File: config.mk
export PLATFORM = sky130hd
export DESIGN_NAME = note_lane_renderer
export DESIGN_NICKNAME = d
export VERILOG_FILES = /design/src/rtl/note_render_pkg.sv /design/src/rtl/note_slot.sv /design/src/rtl/note_lane_renderer.sv
export SDC_FILE = /design/constraint.sdc
export NUM_CORES = 1
export LEC_CHECK = 0
export BUFFER_PORTS_ARGS = -buffer_cell sky130_fd_sc_hd__buf_2
export CAP_MARGIN = 20
export CORE_ASPECT_RATIO = 0.5
export CORE_MARGIN = 2
export CORE_UTILIZATION = 46
export CTS_BUF_LIST = sky130_fd_sc_hd__clkbuf_16
export DETAILED_ROUTE_END_ITERATION = 12
export GPL_TIMING_DRIVEN = 0
export SLEW_MARGIN = 20
export SYNTH_ARGS = -nofsm -noshare
export SYNTH_HDL_FRONTEND = slang
export SYNTH_SLANG_ARGS = --single-unit
File: constraint.sdc
create_clock -name pixel_clk -period 4.4 [get_ports pixel_clk]
set_input_delay 0.88 -clock pixel_clk [delete_from_list [all_inputs] [get_ports pixel_clk]]
set_output_delay 0.88 -clock pixel_clk [all_outputs]
set_load 0.03 [all_outputs]
File: src/rtl/note_render_pkg.sv
// Shared constants, colours and the slot record used by the note lane renderer.
// Optional feature macro: NOTE_LANE_DIVIDER_EN (grey divider at the left edge of each lane).
package note_render_pkg;

   localparam int LANE_W      = 160;
   localparam int LANES       = 4;
   localparam int NOTE_MARGIN = 16;
   localparam int SCREEN_H    = 480;

   localparam logic [7:0] LANE0_COLOUR   = 8'hE0;
   localparam logic [7:0] LANE1_COLOUR   = 8'h1C;
   localparam logic [7:0] LANE2_COLOUR   = 8'h03;
   localparam logic [7:0] LANE3_COLOUR   = 8'hFC;
   localparam logic [7:0] LINE_COLOUR    = 8'hFF;
   localparam logic [7:0] DIVIDER_COLOUR = 8'h49;

   // One falling note: {active, lane[1:0], y[9:0]}
   typedef struct packed {
      logic       active;
      logic [1:0] lane;
      logic [9:0] y;
   } slot_t;

   function automatic logic [7:0] lane_colour(input logic [1:0] lane);
      logic [7:0] colour;
      case (lane)
         2'd0:    colour = LANE0_COLOUR;
         2'd1:    colour = LANE1_COLOUR;
         2'd2:    colour = LANE2_COLOUR;
         default: colour = LANE3_COLOUR;
      endcase
      return colour;
   endfunction

endpackage

File: src/rtl/note_slot.sv
// One note slot: holds its record, scrolls on frame ticks, loads on spawn,
// reports whether it sits in the hit window and whether it covers the current pixel.
module note_slot
   import note_render_pkg::*;
#(
   parameter int SPEED   = 4,
   parameter int HIT_Y   = 440,
   parameter int HIT_WIN = 12,
   parameter int NOTE_H  = 16
) (
   input  logic       clk,
   input  logic       rst_n,
   input  logic       frame_tick_i,
   input  logic       spawn_i,
   input  logic [1:0] spawn_lane_i,
   input  logic       hit_clear_i,
   input  logic [8:0] pix_y_i,
   input  logic [1:0] pix_lane_i,
   input  logic       pix_lane_ok_i,
   output logic       active_o,
   output logic [1:0] lane_o,
   output logic       in_window_o,
   output logic       cover_o,
   output logic       miss_o
);

   slot_t slot_q, slot_d;

   logic [10:0] y_ext;
   logic [10:0] scroll_sum;
   logic [10:0] centre;
   logic [10:0] pix_y_ext;

   // Widened copies so the scroll, window and cover compares cannot wrap
   always_comb begin
      y_ext      = {1'b0, slot_q.y};
      scroll_sum = y_ext + 11'(SPEED);
      centre     = y_ext + 11'(NOTE_H / 2);
      pix_y_ext  = {2'b00, pix_y_i};
   end

   // Hit-window, pixel-cover and miss flags seen by the top level
   always_comb begin
      active_o    = slot_q.active;
      lane_o      = slot_q.lane;
      in_window_o = slot_q.active
                    && (centre >= 11'(HIT_Y - HIT_WIN))
                    && (centre <= 11'(HIT_Y + HIT_WIN));
      cover_o     = slot_q.active && pix_lane_ok_i && (slot_q.lane == pix_lane_i)
                    && (pix_y_ext >= y_ext) && (pix_y_ext < y_ext + 11'(NOTE_H));
      miss_o      = slot_q.active && frame_tick_i && !hit_clear_i
                    && (scroll_sum >= 11'(SCREEN_H));
   end

   // Next slot state: a hit wins over scrolling, spawning only targets a free slot
   always_comb begin
      slot_d = slot_q;
      if (hit_clear_i) begin
         slot_d = '0;
      end else if (slot_q.active && frame_tick_i) begin
         if (scroll_sum >= 11'(SCREEN_H)) begin
            slot_d = '0;
         end else begin
            slot_d.y = scroll_sum[9:0];
         end
      end else if (spawn_i && !slot_q.active) begin
         slot_d.active = 1'b1;
         slot_d.lane   = spawn_lane_i;
         slot_d.y      = '0;
      end
   end

   // Slot record register
   always_ff @(posedge clk or negedge rst_n) begin
      if (!rst_n) begin
         slot_q <= '0;
      end else begin
         slot_q <= slot_d;
      end
   end

endmodule

File: src/rtl/note_lane_renderer.sv
// Pixel colour stage after the VGA sync generator: four-lane falling-note renderer
// with hit judging. Optional macro NOTE_LANE_DIVIDER_EN draws grey lane dividers.
module note_lane_renderer
   import note_render_pkg::*;
#(
   parameter int SLOTS   = 8,
   parameter int SPEED   = 4,
   parameter int HIT_Y   = 440,
   parameter int HIT_WIN = 12,
   parameter int NOTE_H  = 16
) (
   input  logic       pixel_clk,
   input  logic       rst_n,
   input  logic [9:0] counter_x,
   input  logic [8:0] counter_y,
   input  logic       in_display_area,
   input  logic       h_sync_in,
   input  logic       v_sync_in,
   input  logic       note_valid,
   input  logic [1:0] note_lane,
   output logic       note_ready,
   input  logic [3:0] hit_pad,
   output logic       hit_pulse,
   output logic       miss_pulse,
   output logic [7:0] vga_rgb,
   output logic       h_sync_out,
   output logic       v_sync_out
);

   logic             v_prev_q;
   logic             frame_tick;
   logic             any_free;
   logic             spawn_accept;
   logic [SLOTS-1:0] free_sel;
   logic [SLOTS-1:0] hit_clear;
   logic [3:0]       lane_matched;

   logic [SLOTS-1:0] slot_active;
   logic [SLOTS-1:0] slot_win;
   logic [SLOTS-1:0] slot_cover;
   logic [SLOTS-1:0] slot_miss;
   logic [1:0]       slot_lane [SLOTS];

   logic [1:0]       pix_lane;
   logic             pix_lane_ok;
   logic [9:0]       x_off;
   logic             in_lane;
   logic             line_px;

   logic             de_q, note_q, in_lane_q, line_q, hs1_q, vs1_q;
   logic [1:0]       lane_q;
   logic             hit_pulse_q, miss_pulse_q;
   logic [7:0]       rgb_d, rgb_q;
   logic             hs2_q, vs2_q;

`ifdef NOTE_LANE_DIVIDER_EN
   logic             div_px;
   logic             div_q;
`endif

   // Frame tick on the vsync falling edge; no spawns are taken in that cycle
   always_comb begin
      frame_tick   = v_prev_q && !v_sync_in;
      note_ready   = any_free && !frame_tick;
      spawn_accept = note_valid && note_ready;
   end

   // Lowest-index free slot gets the spawn; per lane, lowest-index slot in the window gets the hit
   always_comb begin
      free_sel     = '0;
      any_free     = 1'b0;
      hit_clear    = '0;
      lane_matched = '0;
      for (int i = 0; i < SLOTS; i++) begin
         if (!slot_active[i] && !any_free) begin
            free_sel[i] = 1'b1;
            any_free    = 1'b1;
         end
      end
      for (int l = 0; l < LANES; l++) begin
         for (int i = 0; i < SLOTS; i++) begin
            if (hit_pad[l] && !lane_matched[l] && slot_win[i] && (slot_lane[i] == 2'(l))) begin
               hit_clear[i]    = 1'b1;
               lane_matched[l] = 1'b1;
            end
         end
      end
   end

   for (genvar i = 0; i < SLOTS; i++) begin : g_slot
      note_slot #(
         .SPEED   (SPEED),
         .HIT_Y   (HIT_Y),
         .HIT_WIN (HIT_WIN),
         .NOTE_H  (NOTE_H)
      ) u_slot (
         .clk           (pixel_clk),
         .rst_n         (rst_n),
         .frame_tick_i  (frame_tick),
         .spawn_i       (spawn_accept && free_sel[i]),
         .spawn_lane_i  (note_lane),
         .hit_clear_i   (hit_clear[i]),
         .pix_y_i       (counter_y),
         .pix_lane_i    (pix_lane),
         .pix_lane_ok_i (pix_lane_ok),
         .active_o      (slot_active[i]),
         .lane_o        (slot_lane[i]),
         .in_window_o   (slot_win[i]),
         .cover_o       (slot_cover[i]),
         .miss_o        (slot_miss[i])
      );
   end

   // Split the raster x into a lane index and an offset within that lane
   always_comb begin
      pix_lane    = 2'd0;
      pix_lane_ok = 1'b1;
      x_off       = counter_x;
      if (counter_x >= 10'(4 * LANE_W)) begin
         pix_lane_ok = 1'b0;
      end else if (counter_x >= 10'(3 * LANE_W)) begin
         pix_lane = 2'd3;
         x_off    = counter_x - 10'(3 * LANE_W);
      end else if (counter_x >= 10'(2 * LANE_W)) begin
         pix_lane = 2'd2;
         x_off    = counter_x - 10'(2 * LANE_W);
      end else if (counter_x >= 10'(LANE_W)) begin
         pix_lane = 2'd1;
         x_off    = counter_x - 10'(LANE_W);
      end
      in_lane = pix_lane_ok && (x_off >= 10'(NOTE_MARGIN))
                && (x_off < 10'(LANE_W - NOTE_MARGIN));
      line_px = (counter_y == 9'(HIT_Y));
`ifdef NOTE_LANE_DIVIDER_EN
      div_px  = pix_lane_ok && (x_off == 10'd0);
`endif
   end

   // vsync edge detector and the one-cycle hit/miss pulses
   always_ff @(posedge pixel_clk or negedge rst_n) begin
      if (!rst_n) begin
         v_prev_q     <= 1'b1;
         hit_pulse_q  <= 1'b0;
         miss_pulse_q <= 1'b0;
      end else begin
         v_prev_q     <= v_sync_in;
         hit_pulse_q  <= |hit_clear;
         miss_pulse_q <= |slot_miss;
      end
   end

   // Pixel stage 1: register the coverage flags alongside display-area and syncs
   always_ff @(posedge pixel_clk or negedge rst_n) begin
      if (!rst_n) begin
         de_q      <= 1'b0;
         note_q    <= 1'b0;
         in_lane_q <= 1'b0;
         line_q    <= 1'b0;
         lane_q    <= 2'd0;
         hs1_q     <= 1'b1;
         vs1_q     <= 1'b1;
`ifdef NOTE_LANE_DIVIDER_EN
         div_q     <= 1'b0;
`endif
      end else begin
         de_q      <= in_display_area;
         note_q    <= |slot_cover;
         in_lane_q <= in_lane;
         line_q    <= line_px;
         lane_q    <= pix_lane;
         hs1_q     <= h_sync_in;
         vs1_q     <= v_sync_in;
`ifdef NOTE_LANE_DIVIDER_EN
         div_q     <= div_px;
`endif
      end
   end

   // Pixel stage 2 colour priority: blanking, note, hit line, then divider
   always_comb begin
      rgb_d = 8'h00;
      if (!de_q) begin
         rgb_d = 8'h00;
      end else if (note_q && in_lane_q) begin
         rgb_d = lane_colour(lane_q);
      end else if (line_q) begin
         rgb_d = LINE_COLOUR;
`ifdef NOTE_LANE_DIVIDER_EN
      end else if (div_q) begin
         rgb_d = DIVIDER_COLOUR;
`endif
      end
   end

   // Pixel stage 2 register with syncs delayed to match
   always_ff @(posedge pixel_clk or negedge rst_n) begin
      if (!rst_n) begin
         rgb_q <= 8'h00;
         hs2_q <= 1'b1;
         vs2_q <= 1'b1;
      end else begin
         rgb_q <= rgb_d;
         hs2_q <= hs1_q;
         vs2_q <= vs1_q;
      end
   end

   assign vga_rgb    = rgb_q;
   assign h_sync_out = hs2_q;
   assign v_sync_out = vs2_q;
   assign hit_pulse  = hit_pulse_q;
   assign miss_pulse = miss_pulse_q;

endmodule

==> metrics.cfg <==
[floorplanning]
die-area_sq_um=24500
ioPinCount=44
core-area_sq_um=22800
die_y_um=112
initial_core_util_pct=46.8
num_rows=39
fp.dieW_um=219

[detailed_routing]
wl_per_cell_um=17.8
drc_errors=0
ant_nets=0
wl_mm=30.1
drtIter0Drc=847
dr.pass1.iters=7
avgViaCountPerCell=5.97
num_vias=10100

[yosys]
syn_inst=1323
yosysTopAreaCellShare_pct=23.2
synth_edf_count=0
syn-mean-instance-area_sq_um=8.06
ys_types=81
async_reset_ff_share_pct=100
ys_top_cells_by_area=dfrtp_1, ha_1, xnor2_1
yosys_warnings=0
yosysTopAreaCell=dfrtp_1
ys_ff_latch=103
ys.flop_type=dfrtp_1
syn_area_sq_um=10700
ys_seq_area_share_pct=24.2
syn-num-nets=1502

[finish]
area_delta_synth_final_pct=8.97
nFillCells=2180
nets=1556
drive_gt1_share_pct=7.96
antenna_cells=0
utilization_pct=51.0

[power_and_ir_drop]
power_density_nw_per_um2=295
power.switching_mw=1.40
power_frac_comb_pct=37.1
vdd_drop_max_mv=0.235
p_leak_nw=4.75
finalPower_mw=3.43
swShare_pct=40.9
clock_power_share_pct=25.2
p_int_mw=2.03
p_seq_share_pct=37.7

[clocking]
clkTransAtPathRegs_ps=80
hold_buffers=0
tritoncts=built
htree_num_levels=3
clk_latency_ps=390
clock_sinks=103
clock_path_buffers=2
numCtsBuffers=9
cts_setup_buffers=0
clockRootBuffer=clkbuf_16

[setup_path]
path_class=reg2reg
critPathCaptureType=flop
cp_max_fo=10
start_kind=flop
worst-endpoint-required_ps=4640
r2r_slack_ps=240
critical_path_arrival_ps=4400

[placement]
hpwl_mm=22.7
place_congestion=0.929
io_buffer_count=41

[worst_hold_path]
hold_class=reg2reg

[grt]
globalRouteTotalUtil_pct=25.4
antenna_found_initial=0
grt_max_degree=54
grt_pass1_vias=9430
grt_first_pass_wirelength_mm=49.1
grt_overflow_total=0

[timing]
relSlewSlack_pct=31.9
setup_violations=0
period_needed_ps=4160
worst_pin_slew_ps=1010
fmax_mhz=241
hold_viol=0
setup-tns-final_ps=0
fin_crit_sh_pct=94.5
fin_worst_skew_ps=15.7
report.final.slew_viol_count=0
rsz0062_at_grt=false

[run_status]
status=completed

[job]
drv_cap=0

==> layout make-up <==
| class | count | area [sq um] | share of cell area, % |
|---|---|---|---|
| sequential | 103 | 2580 | 22.2 |
| inverter | 96 | 360 | 3.10 |
| buffer | 70 | 310 | 2.67 |
| clock inverter | 7 | 72.6 | 0.625 |
| multi-input combinational | 1054 | 7430 | 64.0 |
| tap | 307 | 384 | 3.31 |
| clock buffer | 9 | 225 | 1.94 |
| timing repair buffer | 43 | 246 | 2.12 |
==> cell usage in the layout (no fill, tap or decap), types with 13 or more instances in the layout <==
| master | count |
|---|---|
| a21oi_1 | 91 |
| inv_1 | 97 |
| nand3_1 | 55 |
| clkbuf_1 | 48 |
| a211oi_1 | 17 |
| xnor2_1 | 57 |
| a21o_1 | 22 |
| o21ai_0 | 91 |
| ha_1 | 148 |
| nand2_1 | 106 |
| a31oi_1 | 17 |
| nand4_1 | 21 |
| nor3_1 | 37 |
| nor2_1 | 80 |
| and2_1 | 17 |
| o22ai_1 | 14 |
| o31ai_1 | 13 |
| nor4_1 | 26 |
| dfrtp_1 | 99 |
| nand3b_1 | 16 |
| nand2b_1 | 22 |
| or3_1 | 16 |
| buf_2 | 48 |
==> state kept, by name, indices dropped and copies added (netlist names), 2 cells and up <==
signal                  count
g_slot.u_slot.lane_o       16
vga_rgb                     3
g_slot.u_slot.slot_q       64
g_slot.u_slot.active_o      8
lane_q                      2
==> power by group through the flow <==
| stage | registers [mW] | logic [mW] | clock network [mW] |
|---|---|---|---|
| CTS | 1.29 | 1.27 | 0.880 |
| detailed placement | 1.30 | 1.26 | 0 |
| global route | 1.32 | 1.47 | 0.919 |
| global placement | 1.30 | 1.21 | 0 |
| floorplan | 1.24 | 0.930 | 0 |
| finish | 1.29 | 1.27 | 0.864 |
==> kinds of logic (layout without fill, tap and decap cells) <==
kind of cell               Yosys count  after routing  share of synthesized area, %
DFF                                103            103                          24.2
adders and majority gates          148            148                          17.4
muxes                                7              7                         0.904
and+or+nand+nor                    466            466                          23.3
AOI/OAI and AO/OA                  372            372                          22.9
buffers and inverters              166            225                          6.29
xor gates and xnor gates            61             61                          5.01
==> cells in the mapped netlist (21+ instances only) <==
library cell	instances
nor2_1	80
dfrtp_1	99
nand2_1	106
a21o_1	22
nand2b_1	22
xnor2_1	57
nor4_1	26
nor3_1	37
inv_1	96
clkbuf_1	48
a21oi_1	91
nand3_1	55
nand4_1	21
ha_1	148
o21ai_0	91
==> what timing repair did <==
item,in CTS,in global routing
gates resized for setup,0,4
endpoints found under the setup margin,0,7
hold endpoints to repair,0,0
==> layer usage <==
layer  part of all wire (%)  up-vias  GRT usage (%)
met5                      0        -              0
met4                    1.7        0           6.53
met3                    6.0       39           5.05
met2                     42      263           38.3
met1                     50     4812           37.0
li1                       -     4962              -
==> critical path, stage by stage, from the launching register on <==
cell and delay [ps]:
dfrtp_1 520, ha_1 190, buf_2 200, a21boi_0 150
o221a_2 330, o22ai_2 350, o41ai_1 190, nor3_1 530
and2_1 210, clkbuf_1 330, nor4_1 160, a2111oi_1 680
nand4b_1 160
==> final timing paths <==
path	from	endpoint	cells after the start
max in group asynchronous	rst_n	v_sync_out	2
worst min register to register	hs1_q	h_sync_out	0
worst max register to register	g_slot[0].u_slot.slot_q[4]	miss_pulse	12
worst max-delay path	g_slot[0].u_slot.slot_q[4]	miss_pulse	12
min in group asynchronous	rst_n	g_slot[5].u_slot.slot_q[5]	1
worst min-delay path	hs1_q	h_sync_out	0
==> per-stage QoR <==
step / instance area [sq um] / setup slack (ps) / hold slack (ps) / instances
6_report: 11600 / 242 / 359 / 1689
5_1_grt: 11600 / 39.6 / 365 / 1689
4_1_cts: 11600 / 309 / 361 / 1689
3_5_place_dp: 11300 / 276 / 349 / 1673
3_3_place_gp: 11200 / 161 / 347 / 1671
2_1_floorplan: 10700 / 1050 / 345 / 1323
Power figures use the tool's default switching activity.
